==> config.mk <==
export PLATFORM = sky130hd
export DESIGN_NAME = mc_core
export DESIGN_NICKNAME = d
export VERILOG_FILES = /design/src/rtl/mc_core_pkg.sv /design/src/rtl/mc_core_regfile.sv /design/src/rtl/mc_core.sv
export SDC_FILE = /design/constraint.sdc
export NUM_CORES = 1
export LEC_CHECK = 0
export CAP_MARGIN = 10
export CORE_ASPECT_RATIO = 0.5
export CORE_MARGIN = 2
export CORE_UTILIZATION = 50
export CTS_CLUSTER_SIZE = 30
export DETAILED_ROUTE_END_ITERATION = 6
export GPL_TIMING_DRIVEN = 0
export PLACE_DENSITY_LB_ADDON = 0.05
export SLEW_MARGIN = 20
export SYNTH_ARGS = -nofsm -noshare
export SYNTH_HDL_FRONTEND = slang
export SYNTH_SLANG_ARGS = --single-unit
==> constraint.sdc <==
create_clock -name clk -period 5.1 [get_ports clk]
set_input_delay 1.53 -clock clk [delete_from_list [all_inputs] [get_ports clk]]
set_output_delay 1.53 -clock clk [all_outputs]
set_load 0.03 [all_outputs]
==> src/rtl/mc_core_pkg.sv <==
// Shared types and constants for the multi-cycle 9-bit-ISA core.
package mc_core_pkg;

  localparam int unsigned REG_N  = 8;
  localparam int unsigned REG_AW = 3;
  localparam logic [8:0]  HALT_INSN = 9'h1FF;

  typedef enum logic [2:0] {
    OpAdd  = 3'd0,
    OpSub  = 3'd1,
    OpAnd  = 3'd2,
    OpAddi = 3'd3,
    OpLd   = 3'd4,
    OpSt   = 3'd5,
    OpBnz  = 3'd6,
    OpJmp  = 3'd7
  } opcode_e;

  typedef enum logic [2:0] {
    StIdle,
    StFetch,
    StExec,
    StMem,
    StHalt
  } state_e;

endpackage

==> src/rtl/mc_core_regfile.sv <==
// 8-entry register file: two asynchronous read ports, one synchronous write port.
module mc_core_regfile
  import mc_core_pkg::*;
#(
  parameter int unsigned DATA_W = 8
) (
  input  logic              clk,
  input  logic              reset,
  input  logic [REG_AW-1:0] raddr_a,
  output logic [DATA_W-1:0] rdata_a,
  input  logic [REG_AW-1:0] raddr_b,
  output logic [DATA_W-1:0] rdata_b,
  input  logic              we,
  input  logic [REG_AW-1:0] waddr,
  input  logic [DATA_W-1:0] wdata
);

  logic [DATA_W-1:0] regs_q [REG_N];

  always_ff @(posedge clk or posedge reset) begin
    if (reset) begin
      for (int i = 0; i < REG_N; i++) begin
        regs_q[i] <= '0;
      end
    end else if (we) begin
      regs_q[waddr] <= wdata;
    end
  end

  assign rdata_a = regs_q[raddr_a];
  assign rdata_b = regs_q[raddr_b];

endmodule

==> src/rtl/mc_core.sv <==
// Multi-cycle core for the 9-bit ISA: FETCH/EXEC/MEM sequencer with handshaked instruction
// and data ports and a saturating retired-instruction counter.
module mc_core
  import mc_core_pkg::*;
#(
  parameter int unsigned DATA_W = 8,
  parameter int unsigned PC_W   = 6,
  parameter int unsigned CNT_W  = 16
) (
  input  logic              clk,
  input  logic              reset,
  input  logic              start,
  output logic              imem_req,
  output logic [PC_W-1:0]   imem_addr,
  input  logic              imem_ack,
  input  logic [8:0]        imem_data,
  output logic              dmem_req,
  output logic              dmem_we,
  output logic [DATA_W-1:0] dmem_addr,
  output logic [DATA_W-1:0] dmem_wdata,
  input  logic [DATA_W-1:0] dmem_rdata,
  input  logic              dmem_ack,
  output logic              busy,
  output logic              done,
  output logic [CNT_W-1:0]  instr_count
);

  state_e            state_q, state_d;
  logic [PC_W-1:0]   pc_q, pc_d;
  logic [8:0]        ir_q, ir_d;
  logic [CNT_W-1:0]  cnt_q, cnt_d;
  logic              dmem_we_q, dmem_we_d;
  logic [DATA_W-1:0] dmem_addr_q, dmem_addr_d;
  logic [DATA_W-1:0] dmem_wdata_q, dmem_wdata_d;

  opcode_e           op;
  logic [2:0]        field_a, field_b;
  logic [DATA_W-1:0] rdata_a, rdata_b;
  logic [DATA_W-1:0] alu_res;
  logic [PC_W-1:0]   pc_inc, pc_branch, pc_jump;
  logic              rf_we;
  logic [DATA_W-1:0] rf_wdata;
  logic              retire;

  assign op      = opcode_e'(ir_q[8:6]);
  assign field_a = ir_q[5:3];
  assign field_b = ir_q[2:0];

  mc_core_regfile #(
    .DATA_W (DATA_W)
  ) u_regfile (
    .clk     (clk),
    .reset   (reset),
    .raddr_a (field_a),
    .rdata_a (rdata_a),
    .raddr_b (field_b),
    .rdata_b (rdata_b),
    .we      (rf_we),
    .waddr   (field_a),
    .wdata   (rf_wdata)
  );

  always_comb begin
    unique case (op)
      OpAdd:   alu_res = rdata_a + rdata_b;
      OpSub:   alu_res = rdata_a - rdata_b;
      OpAnd:   alu_res = rdata_a & rdata_b;
      default: alu_res = rdata_a + DATA_W'(field_b);
    endcase
  end

  assign pc_inc    = pc_q + PC_W'(1);
  assign pc_branch = pc_q + {{(PC_W-3){field_b[2]}}, field_b};
  assign pc_jump   = PC_W'(ir_q[5:0]);

  always_comb begin
    state_d      = state_q;
    pc_d         = pc_q;
    ir_d         = ir_q;
    cnt_d        = cnt_q;
    dmem_we_d    = dmem_we_q;
    dmem_addr_d  = dmem_addr_q;
    dmem_wdata_d = dmem_wdata_q;
    rf_we        = 1'b0;
    rf_wdata     = alu_res;
    retire       = 1'b0;

    unique case (state_q)
      StIdle, StHalt: begin
        if (start) begin
          state_d = StFetch;
          pc_d    = '0;
          cnt_d   = '0;
        end
      end
      StFetch: begin
        if (imem_ack) begin
          ir_d    = imem_data;
          state_d = StExec;
        end
      end
      StExec: begin
        if (ir_q == HALT_INSN) begin
          state_d = StHalt;
        end else begin
          state_d = StFetch;
          unique case (op)
            OpAdd, OpSub, OpAnd, OpAddi: begin
              rf_we  = 1'b1;
              pc_d   = pc_inc;
              retire = 1'b1;
            end
            OpLd, OpSt: begin
              // Address and store data are captured here so they stay stable through MEM.
              dmem_we_d    = (op == OpSt);
              dmem_addr_d  = rdata_b;
              dmem_wdata_d = rdata_a;
              state_d      = StMem;
            end
            OpBnz: begin
              pc_d   = (rdata_a != '0) ? pc_branch : pc_inc;
              retire = 1'b1;
            end
            OpJmp: begin
              pc_d   = pc_jump;
              retire = 1'b1;
            end
          endcase
        end
      end
      StMem: begin
        if (dmem_ack) begin
          rf_we    = !dmem_we_q;
          rf_wdata = dmem_rdata;
          pc_d     = pc_inc;
          retire   = 1'b1;
          state_d  = StFetch;
        end
      end
      default: state_d = StIdle;
    endcase

    if (retire && (cnt_q != '1)) begin
      cnt_d = cnt_q + CNT_W'(1);
    end
  end

  always_ff @(posedge clk or posedge reset) begin
    if (reset) begin
      state_q      <= StIdle;
      pc_q         <= '0;
      ir_q         <= '0;
      cnt_q        <= '0;
      dmem_we_q    <= 1'b0;
      dmem_addr_q  <= '0;
      dmem_wdata_q <= '0;
    end else begin
      state_q      <= state_d;
      pc_q         <= pc_d;
      ir_q         <= ir_d;
      cnt_q        <= cnt_d;
      dmem_we_q    <= dmem_we_d;
      dmem_addr_q  <= dmem_addr_d;
      dmem_wdata_q <= dmem_wdata_d;
    end
  end

  // Requests decode straight from state so an asynchronous reset drops them at once.
  assign imem_req    = (state_q == StFetch);
  assign imem_addr   = pc_q;
  assign dmem_req    = (state_q == StMem);
  assign dmem_we     = dmem_we_q;
  assign dmem_addr   = dmem_addr_q;
  assign dmem_wdata  = dmem_wdata_q;
  assign busy        = (state_q == StFetch) || (state_q == StExec) || (state_q == StMem);
  assign done        = (state_q == StHalt);
  assign instr_count = cnt_q;

endmodule

==> impl_results.md, run 1 <==
- Status: completed
- Via count: 6090
- Unique masters post-synth: 70
- Post-Syn Nets: 746
- Setup_tns: 0 ns
- TritonCTS clock tree: done
- Worst-margin pin slew: 0.9653 ns
- Routed WL: 20860 um
- Vias/cell: 6.133
- Crit end category: flop
- Worst hold path class: reg -> reg
- Hold path cells: 2
- I/O Pins: 65
- H-tree levels: 4
- Slew HR: 0.3530
- Min Clock Period, post-route: 4.816 ns
- CTS root buf: clkbuf_16
- Ys Warns: 0
- Number of port buffers: 64
- Fin crit share: 0.9444
- Max Root-Sink Buffers: 2
- Crit path arrival time: 5.12 ns
- Core Box Area: 0.01381 mm2
- ANT nets after route: 0
- Reg-to-reg slack, setup: 0.28 ns
- Reg clk slew, reported paths: 0.06 ns
- HPWL after DPL: 14990 um
- Synth Instances: 704
- Slew Viols, Final: 0
- Worst r2r path cells: 18
- Initial DRC count: 598
- Die extent in x: 173.8 um
- Critical path type: reg -> reg
- Clock Sinks: 115
- Max-cap violations: 0
- Hold Path End: dmem_wdata[1]
- Async set-reset flop share out of synthesis: 1.000
- Yosys reg bits: 115
- Yosys top cell by area: dfrtp_1
- Top cell type's share of synthesized area: 0.3991
- DRC errors left: 0
- Largest net degree at the start of global routing: 68
- Fin. Hold Viols: 0
- Initial core utilization: 0.5220
- Number of global-route vias before repair: 5811
- Final layout net count: 830
- Initial antenna violation count: 0
- Post-synth EDFFs: 0
- Reg area: 0.002878 mm2
- Total iterations of the first detailed-routing run: 6
- Worst skew pair latency: 0.42 ns
- Filler cell count: 1184
- Post-layout util: 0.6312
- Total Routing Usage GR: 0.2821
- Syn_area_per_cell: 10.24 um2
- Grt ovf: 0
- Die area: 0.01546 mm2
- Sequential-to-total area share from yosys stat: 0.3991
- Row count: 30
- Chip Height: 88.92 um
- Synth area leaders: dfrtp_1 (40%), mux2_2 (8.9%), mux4_2 (6.2%), mux2i_1 (4.9%), nand2_1 (4.4%)
- RSZ-0062 raised after global routing: no
- Routability cong.: 0.9239
- Share of cells above drive strength 1: 0.1973
- Crit Path Max Fanout: 10
- Main synth FF type: dfrtp_1
- Startpoint types: flop
- Routed length per instance: 21.01 um
- Reg-to-Reg End: u_regfile.regs_q[45]
- Max Freq: 207.6 MHz
- First-pass GRT wire length: 32930 um
- P&R area growth vs syn: 20.91%
- Worst Skew: 0.01063 ns
- N_diodes: 0
- CTS buffer count: 17
- Multi-input gate area: 0.004095 mm2
- Final setup fails: 0
- Hold_sp: dmem_wdata[1]
- Reg2reg start: ir_q[1]
- CP required: 5.41 ns
- Syn Std Cell Area: 0.007211 mm2
[repair_timing]
action / CTS / global route
resized for setup: 0 / 8
setup buffers: 0 / 0
hold buffers: 0 / 0
endpoints found under the hold margin: 0 / 0
setup endpoints to repair: 0 / 23
[worst max-delay path, stage by stage, from the launching register on]
cell      delay, ns
dfrtp_1        0.45
clkbuf_4       0.29
clkbuf_4       0.27
mux4_2         0.55
mux2i_4        0.27
ha_1           0.28
nor2_1         0.08
a211oi_1       0.05
a21o_1         0.21
inv_1          0.06
ha_1           0.21
nor2b_1        0.13
o21a_1         0.18
o211ai_1       0.22
nand3b_1       0.14
or2_2          0.29
a31oi_1        0.51
nor2_1         0.18
mux2_2         0.30
[synthesized netlist by cell type, types with 3 or more instances]
cell type and instances:
a211oi_1 7, a21oi_1 38, a31oi_1 9, and2_1 6
and3_1 7, buf_2 11, buf_4 3, buf_6 5
clkbuf_1 17, dfrtp_1 115, ha_1 18, inv_1 15
inv_2 4, mux2_2 57, mux2i_1 35, mux4_1 4
mux4_2 20, nand2_1 84, nand2b_1 5, nand3_1 13
nand3b_1 3, nand4_1 3, nor2_1 47, nor2b_1 10
nor3_1 18, nor3_2 5, nor3b_1 3, nor4_1 5
o211ai_1 8, o21a_1 3, o21ai_0 48, o22ai_1 3
o31ai_1 8, or2_2 3, or3_1 3, xnor2_1 12
xor2_1 7
[per-stage QoR]
stage | cell area (um2) | worst slack (ns) | instances | hold slack, ns
after global placement | 8092 | -1.261 | 960 | 0.4667
after detailed placement | 8124 | 0.07695 | 961 | 0.4729
after global routing | 8718 | 0.002800 | 993 | 0.5116
after CTS | 8678 | 0.02966 | 993 | 0.4859
final | 8718 | 0.2837 | 993 | 0.4848
after floorplan | 7211 | 0.5259 | 704 | 0.4602
[placed cells by master (no fill, tap or decap), drive strengths merged, types with 8 or more instances in the layout]
cell type	n
a211oi	9
a21oi	39
a31oi	9
and3	8
buf	18
clkbuf	39
clkdlybuf4s50	64
clkinv	8
dfrtp	115
ha	18
inv	20
mux2	59
mux2i	35
mux4	24
nand2	85
nand3	13
nor2	47
nor2b	10
nor3	23
o211ai	8
o21ai	50
o31ai	8
xnor2	12
[kinds of logic after synthesis]
logic type                 Yosys count  synth area share
AOI/OAI and AO/OA                  153            0.1352
xor gates and xnor gates            19           0.02308
adders and majority gates           20           0.03679
buffers and inverters               56           0.03782
DFF                                115            0.3991
muxes                              118            0.2183
and+or+nand+nor                    223            0.1498
[layout make-up]
cell class              count  area share
plain buffers              36     0.02325
clock buffers              20     0.05123
clock inverters            12     0.01234
inverters                  20    0.009185
multi-input cells         533      0.4697
flip-flops and latches    115      0.3301
well taps                 192     0.02755
repair buffers             65     0.07664
[worst max-delay path by stage]
stage	slack, ns	from	depth (start not counted)	endpoint
2_1_floorplan	0.53	reset	1	dmem_addr[0]
3_3_place_gp	-1.26	reset	2	u_regfile.regs_q[45]
3_5_place_dp	0.08	ir_q[1]	18	u_regfile.regs_q[29]
4_1_cts	0.03	ir_q[1]	18	u_regfile.regs_q[46]
5_1_grt	0.003	ir_q[1]	18	u_regfile.regs_q[45]
6_report	0.28	ir_q[1]	18	u_regfile.regs_q[45]
[routing by layer]
metal | routed length, um | share of wire | global-route usage | up-vias
met5 | 0 | 0 | 0 | -
met4 | 356 | 0.017 | 0.08403 | 0
met3 | 1895 | 0.091 | 0.07696 | 35
met1 | 9643 | 0.46 | 0.3995 | 3044
met2 | 8964 | 0.43 | 0.4303 | 256
li1 | - | - | - | 2755
[sequential cells by signal, indices dropped and copies added, names as in the netlist]
| signal | count |
|---|---|
| state_q | 3 |
| dmem_addr | 8 |
| dmem_wdata | 8 |
| ir_q | 9 |
| dmem_we | 1 |
| u_regfile.regs_q | 64 |
| imem_addr | 6 |
| instr_count | 16 |
Power of run 1 is not shown: default switching activity piles up to over one toggle a cycle in this logic, so the estimate is an artifact.
==> run 2, diff against run 1 <==
GPL_ROUTABILITY_DRIVEN = 0   (was unset)
==> results of run 2 <==
Final layout, timing and power as in run 1 (identical DEF).
Power of run 2 is left out for the same reason.
